<file path="src/rtl/tile_cfg_bank_loader.sv">
// Tile configuration bank loader: parses framed config stream, writes
// local or broadcast rows into the bank and forwards foreign frames.
module tile_cfg_bank_loader #(
  parameter int BL_WIDTH = 315,
  parameter int WL_ROWS  = 4,
  parameter int DATA_W   = 32,
  parameter int TILE_ID  = 0,
  parameter int WL_PULSE = 2
) (
  input  logic                clk,
  input  logic                reset,
  input  logic                cfg_in_valid,
  output logic                cfg_in_ready,
  input  logic [DATA_W-1:0]   cfg_in_data,
  output logic                cfg_out_valid,
  input  logic                cfg_out_ready,
  output logic [DATA_W-1:0]   cfg_out_data,
  output logic [BL_WIDTH-1:0] bl,
  output logic [WL_ROWS-1:0]  wl,
  output logic                busy,
  output logic                err,
  output logic [15:0]         rows_written
);

  localparam int NBEATS = (BL_WIDTH + DATA_W - 1) / DATA_W;
  localparam int BW = (NBEATS > 1) ? $clog2(NBEATS) : 1;
  localparam int PW = (WL_PULSE > 1) ? $clog2(WL_PULSE) : 1;
  localparam logic [BW-1:0] LAST  = BW'(NBEATS - 1);
  localparam logic [PW-1:0] PLAST = PW'(WL_PULSE - 1);
  localparam logic [7:0]    MY_ID = 8'(TILE_ID);

  typedef enum logic [2:0] {
    IDLE, LOAD, FWD, BCAST, DROP, WRITE
  } state_e;

  state_e              state_q;
  logic [BW-1:0]       beat_q;
  logic [PW-1:0]       pcnt_q;
  logic [7:0]          row_q;
  logic [BL_WIDTH-1:0] rowbuf_q, rowbuf_d;
  logic [BL_WIDTH-1:0] bl_q;
  logic [WL_ROWS-1:0]  wl_q, row_oh;
  logic                ov_q;
  logic [DATA_W-1:0]   od_q;
  logic                err_q;
  logic [15:0]         rw_q;

  logic [7:0] hdr_id, hdr_row;
  logic       row_ok, is_local, is_bcast;
  logic       in_rdy, in_fire, out_free, fwd_fire, last_beat;

  assign hdr_id    = cfg_in_data[DATA_W-1 -: 8];
  assign hdr_row   = cfg_in_data[7:0];
  assign row_ok    = {1'b0, hdr_row} < 9'(WL_ROWS);
  assign is_local  = hdr_id == MY_ID;
  assign is_bcast  = (hdr_id == 8'hFF) && row_ok;
  assign out_free  = !ov_q || cfg_out_ready;
  assign in_fire   = cfg_in_valid && in_rdy;
  assign last_beat = beat_q == LAST;

  always_comb begin
    in_rdy = 1'b0;
    unique case (state_q)
      IDLE, FWD, BCAST: in_rdy = out_free;
      LOAD, DROP:       in_rdy = 1'b1;
      default:          in_rdy = 1'b0;
    endcase
  end

  assign fwd_fire = in_fire &&
    ((state_q == IDLE && !is_local) ||
     state_q == FWD || state_q == BCAST);

  // Each bit of the row maps to a fixed beat and lane; tail lanes drop.
  always_comb begin
    rowbuf_d = rowbuf_q;
    for (int j = 0; j < BL_WIDTH; j++) begin
      if (beat_q == BW'(j / DATA_W))
        rowbuf_d[j] = cfg_in_data[j % DATA_W];
    end
  end

  always_comb begin
    row_oh = '0;
    for (int i = 0; i < WL_ROWS; i++)
      row_oh[i] = (row_q == 8'(i));
  end

  always_ff @(posedge clk or negedge reset) begin
    if (!reset) begin
      state_q  <= IDLE;
      beat_q   <= '0;
      pcnt_q   <= '0;
      row_q    <= '0;
      rowbuf_q <= '0;
      bl_q     <= '0;
      wl_q     <= '0;
      ov_q     <= 1'b0;
      od_q     <= '0;
      err_q    <= 1'b0;
      rw_q     <= '0;
    end else begin
      if (fwd_fire) begin
        ov_q <= 1'b1;
        od_q <= cfg_in_data;
      end else if (cfg_out_ready) begin
        ov_q <= 1'b0;
      end
      unique case (state_q)
        IDLE: begin
          if (in_fire) begin
            beat_q <= '0;
            row_q  <= hdr_row;
            if (is_local && row_ok) begin
              state_q <= LOAD;
            end else if (is_local) begin
              state_q <= DROP;
              err_q   <= 1'b1;
            end else if (is_bcast) begin
              state_q <= BCAST;
            end else begin
              state_q <= FWD;
            end
          end
        end
        LOAD, BCAST: begin
          if (in_fire) begin
            rowbuf_q <= rowbuf_d;
            beat_q   <= beat_q + 1'b1;
            if (last_beat) begin
              state_q <= WRITE;
              bl_q    <= rowbuf_d;
              wl_q    <= row_oh;
              pcnt_q  <= '0;
            end
          end
        end
        FWD, DROP: begin
          if (in_fire) begin
            beat_q <= beat_q + 1'b1;
            if (last_beat) state_q <= IDLE;
          end
        end
        WRITE: begin
          if (pcnt_q == PLAST) begin
            wl_q    <= '0;
            state_q <= IDLE;
            if (rw_q != 16'hFFFF) rw_q <= rw_q + 16'd1;
          end else begin
            pcnt_q <= pcnt_q + 1'b1;
          end
        end
        default: state_q <= IDLE;
      endcase
    end
  end

  assign cfg_in_ready  = in_rdy;
  assign cfg_out_valid = ov_q;
  assign cfg_out_data  = od_q;
  assign bl            = bl_q;
  assign wl            = wl_q;
  assign busy          = state_q != IDLE;
  assign err           = err_q;
  assign rows_written  = rw_q;

endmodule

</file>
<file path="config.mk">
export PLATFORM = sky130hd
export DESIGN_NAME = tile_cfg_bank_loader
export DESIGN_NICKNAME = d
export VERILOG_FILES = /design/src/rtl/tile_cfg_bank_loader.sv
export SDC_FILE = /design/constraint.sdc
export NUM_CORES = 1
export LEC_CHECK = 0
export CORE_MARGIN = 3
export CORE_UTILIZATION = 40
export DETAILED_ROUTE_END_ITERATION = 8
export GPL_TIMING_DRIVEN = 0
export PLACE_DENSITY = 0.61
export SLEW_MARGIN = 20
export SYNTH_ARGS = -nofsm -noshare
export SYNTH_HDL_FRONTEND = slang
export SYNTH_SLANG_ARGS = --single-unit
</file>
<file path="constraint.sdc">
create_clock -name clk -period 3.2 [get_ports clk]
set_input_delay 0.64 -clock clk [delete_from_list [all_inputs] [get_ports clk]]
set_output_delay 0.64 -clock clk [all_outputs]
set_load 0.01 [all_outputs]
</file>
==> run_results.csv <==
group,metric,value,unit
synthesis,synth_top_family_by_area,"multiplexers",
critical_path,cp.arrival,3.51,ns
cts,cts_tree,"yes",
sta,period_needed,3.06,ns
global_routing,antenna_found_initial,0,
pwr,totalPowerFinal,32.5,mW
cts,root_buffer,"clkbuf_16",
critical_path,required,3.65,ns
sta,slew_viol_final,0,
pwr,p_sw,10.1,mW
finish,layout_common_cells,"673 x dfrtp_1, 405 x clkdlybuf4s50_1, 342 x mux2_2",
die,dieArea,0.0738,sq mm
routing,drcViolationCount,0,
global_routing,global_route.usage.total,24.6,%
place,io_buffers,406,
sta,hold_viol,0,
routing,dr.first_iter.drc_count,1218,
cts,cts_buffer_depth,3,
critical_path,slowest_delay,0.80,ns
critical_path,startpoint_type,"flop",
min_path,hold_class,"reg2reg",
sta,rsz0062_at_grt,"false",
synthesis,yosysTopAreaCell,"dfrtp_1",
pwr,internal_power,22.3,mW
sta,fin_crit_sh,95.7,%
die,die_h,272,um
die,start_util,40.8,%
synthesis,synth.avg_cell_area,12.5,sq um
critical_path,crit_top_cell,"clkbuf_1",
pwr,power.share.sequential,41.5,%
sta,fmax,0.326,GHz
pwr,p_leak,16.8,nW
finish,layout.nets,2796,
cts,cts_sinks,673,
global_routing,grt_pass1_vias,20500,
global_routing,grt_max_degree,103,
die,die_x,272,um
cts,cts_setup_buffers,0,
pwr,irDropWorstVdd,0.397,mV
outcome,status,"finished, final reports clean",
pwr,comb_power_share,31.9,%
synthesis,yosysTopAreaCellShare,59.6,%
sta,worst_pin_slew,1.02,ns
synthesis,async_flop_share,100,%
synthesis,ys_seq_area_share,59.6,%
pwr,power_frac_clock,26.6,%
finish,drive_gt1_share,20.6,%
cts,htreeDepth,3,
die,ios,407,
routing,routed_wl,91200,um
critical_path,crit_chain,"inv_1 > ha_1 > and3b_1 > nand3_2 > clkbuf_1 > clkbuf_1 > o21ai_0",
routing,drt-wirelength-per-cell,24.3,um
sta,slew_headroom,31.8,%
synthesis,ys_types,47,
synthesis,synth.area.mux_share,24.5,%
min_path,min_path_cells,2,
routing,vias,19700,
sta,finalSetupViolations,0,
finish,synthToLayoutAreaGrowth,28.1,%
place,place_hpwl,65700,um
synthesis,yosys_most_used_dff,"dfrtp_1",
routing,vias_per_cell,5.25,
critical_path,worstRegToRegCells,7,
synthesis,synth-compound-area-share,5.78,%
critical_path,cp_slowest_cell,"clkbuf_1",
synthesis,synth_nets,2303,
cts,clk_pin_slew,0.06,ns
critical_path,cp_max_fo,10,
global_routing,grt_pass1_wl,135000,um
pwr,switching_share,31.2,%
die,coreArea,0.0693,sq mm
routing,firstDrtPassIters,5,
synthesis,synthAdderAreaFrac,0.221,%
cts,numCtsBuffers,76,
synthesis,synth_area_leaders,"dfrtp_1 60%, mux2_2 14%, mux2i_1 10%",
global_routing,overflow,0,
sta,hold_ws,0.478,ns
synthesis,synth-xor-area-share,0.372,%
synthesis,yosysWarnings,0,
die,rows,96,
synthesis,synthSimpleGateAreaFrac,6.09,%
finish,layout_commonest_cell,"dfrtp_1",
synthesis,synth_area,0.0282,sq mm
critical_path,crit_type,"reg2reg",
synthesis,synth-edff-count,0,
place,place.gp.congestion,0.809,
routing,drtAntennaViolNets,0,
synthesis,syn_inst,2262,
synthesis,ys_ff_latch,673,
cts,clock_latency,0.61,ns
place,dp_slack,-0.536,ns
sta,skew,0.0151,ns
run,max_cap_viol_count,0,
sta,fin_setup_tns,0,ns
pwr,cellPowerDensity,897,mW/mm^2
sta,setup_slack,0.136,ns
critical_path,critPathCaptureType,"flop",
## metrics by stage
step,util (%),std cells,instance area (sq um)
floorplan,-,2262,28200
global placement,48.3,3599,33500
detailed placement,48.6,3607,33700
CTS,52.2,3745,36200
global route,52.2,3745,36200
finish,52.2,3746,36200
## sequential cells by signal, summed over array words and instances, names as in the netlist
name,cells
err,1
wl,4
bl,315
rowbuf_q,288
row_q,8
beat_q,4
cfg_out_valid,1
cfg_out_data,32
state_q,3
pcnt_q,1
rows_written,16
## layer usage
metal | up-vias | share of wire (%) | global-route usage [%]
met2 | 547 | 47 | 40.1
met4 | 0 | 2.7 | 7.78
met3 | 131 | 6.5 | 5.61
met5 | - | 0 | 0
met1 | 10200 | 44 | 32.6
li1 | 8829 | - | -
## cell usage after synthesis (2+ instances only)
| cell type | n |
|---|---|
| nand4_1 | 6 |
| nor4_2 | 2 |
| ha_1 | 5 |
| a21oi_1 | 3 |
| or3_1 | 3 |
| o31ai_1 | 4 |
| inv_1 | 9 |
| nor2_2 | 5 |
| mux2_2 | 342 |
| mux2i_1 | 290 |
| and4_1 | 2 |
| and3b_1 | 2 |
| mux2_1 | 15 |
| or4_1 | 2 |
| nand3_1 | 16 |
| nor3_1 | 6 |
| nor2_1 | 8 |
| nand3b_1 | 9 |
| xor2_1 | 10 |
| nand2b_1 | 3 |
| o21ai_0 | 300 |
| xnor2_1 | 2 |
| buf_6 | 3 |
| clkbuf_1 | 107 |
| dfrtp_1 | 673 |
| nor2b_1 | 2 |
| nor4_1 | 6 |
| buf_4 | 3 |
| nand2_1 | 310 |
| nor3b_1 | 5 |
| buf_2 | 93 |
## worst max-delay path: cells and delay by family (launching register included)
kind / cells / cell delay, ns
flip-flops: 1 / 0.42
AO/OA/AOI/OAI: 1 / 0.21
AND/OR/NAND/NOR: 2 / 0.51
buffers and inverters: 3 / 1.53
adder cells (fa/ha/maj): 1 / 0.23
## kinds of logic after synthesis
family                   count (synthesis)
multiplexers                           647
XOR/XNOR                                12
adder cells (fa/ha/maj)                  5
AND/OR/NAND/NOR                        394
AO/OA/AOI/OAI                          315
buffers and inverters                  216
flip-flops                             673
## power groups by stage
| stage | clock network, mW | registers, mW | logic, mW |
|---|---|---|---|
| final | 8.64 | 13.5 | 10.4 |
| after global routing | 9.19 | 13.8 | 11.2 |
| after CTS | 8.84 | 13.5 | 10.5 |
| after detailed placement | 0 | 13.6 | 10.4 |
| after global placement | 0 | 13.6 | 10.2 |
| after floorplan | 0 | 13.8 | 4.46 |
## path summary, 6_finish.rpt
check | end | startpoint | slack, ns
min in group asynchronous | rows_written[9]$_DFFE_PN0P_ | reset | 0.53
hold reg to reg | bl[7]$_DFFE_PN0P_ | bl[7]$_DFFE_PN0P_ | 0.48
hold / removal | bl[7]$_DFFE_PN0P_ | bl[7]$_DFFE_PN0P_ | 0.48
max in group asynchronous | rowbuf_q[48]$_DFFE_PN0P_ | reset | 0.83
setup reg to reg | bl[52]$_DFFE_PN0P_ | beat_q[1]$_DFFE_PN0P_ | 0.14
setup / recovery | bl[52]$_DFFE_PN0P_ | beat_q[1]$_DFFE_PN0P_ | 0.14
## cell type report
class / instances / area, sq um
antenna: 1 / 2.50
buffer: 207 / 930
clock buffer: 116 / 2260
clock inverter: 21 / 206
fill: 6017 / 33100
inverter: 9 / 33.8
multi-input combinational: 1373 / 10400
sequential: 673 / 16800
tap: 931 / 1160
timing repair buffer: 415 / 4300
## what timing repair did
| item | 4_1_cts | 5_1_grt |
|---|---|---|
| cloned | 0 | 0 |
| hold buffers | 1 | 0 |
| endpoints found under the setup margin | 5 | 1 |
| endpoints found under the hold margin | 41 | 0 |
| gates resized for setup | 1 | 3 |
| pin swaps | 0 | 0 |
(Power assumes the default switching activity.)
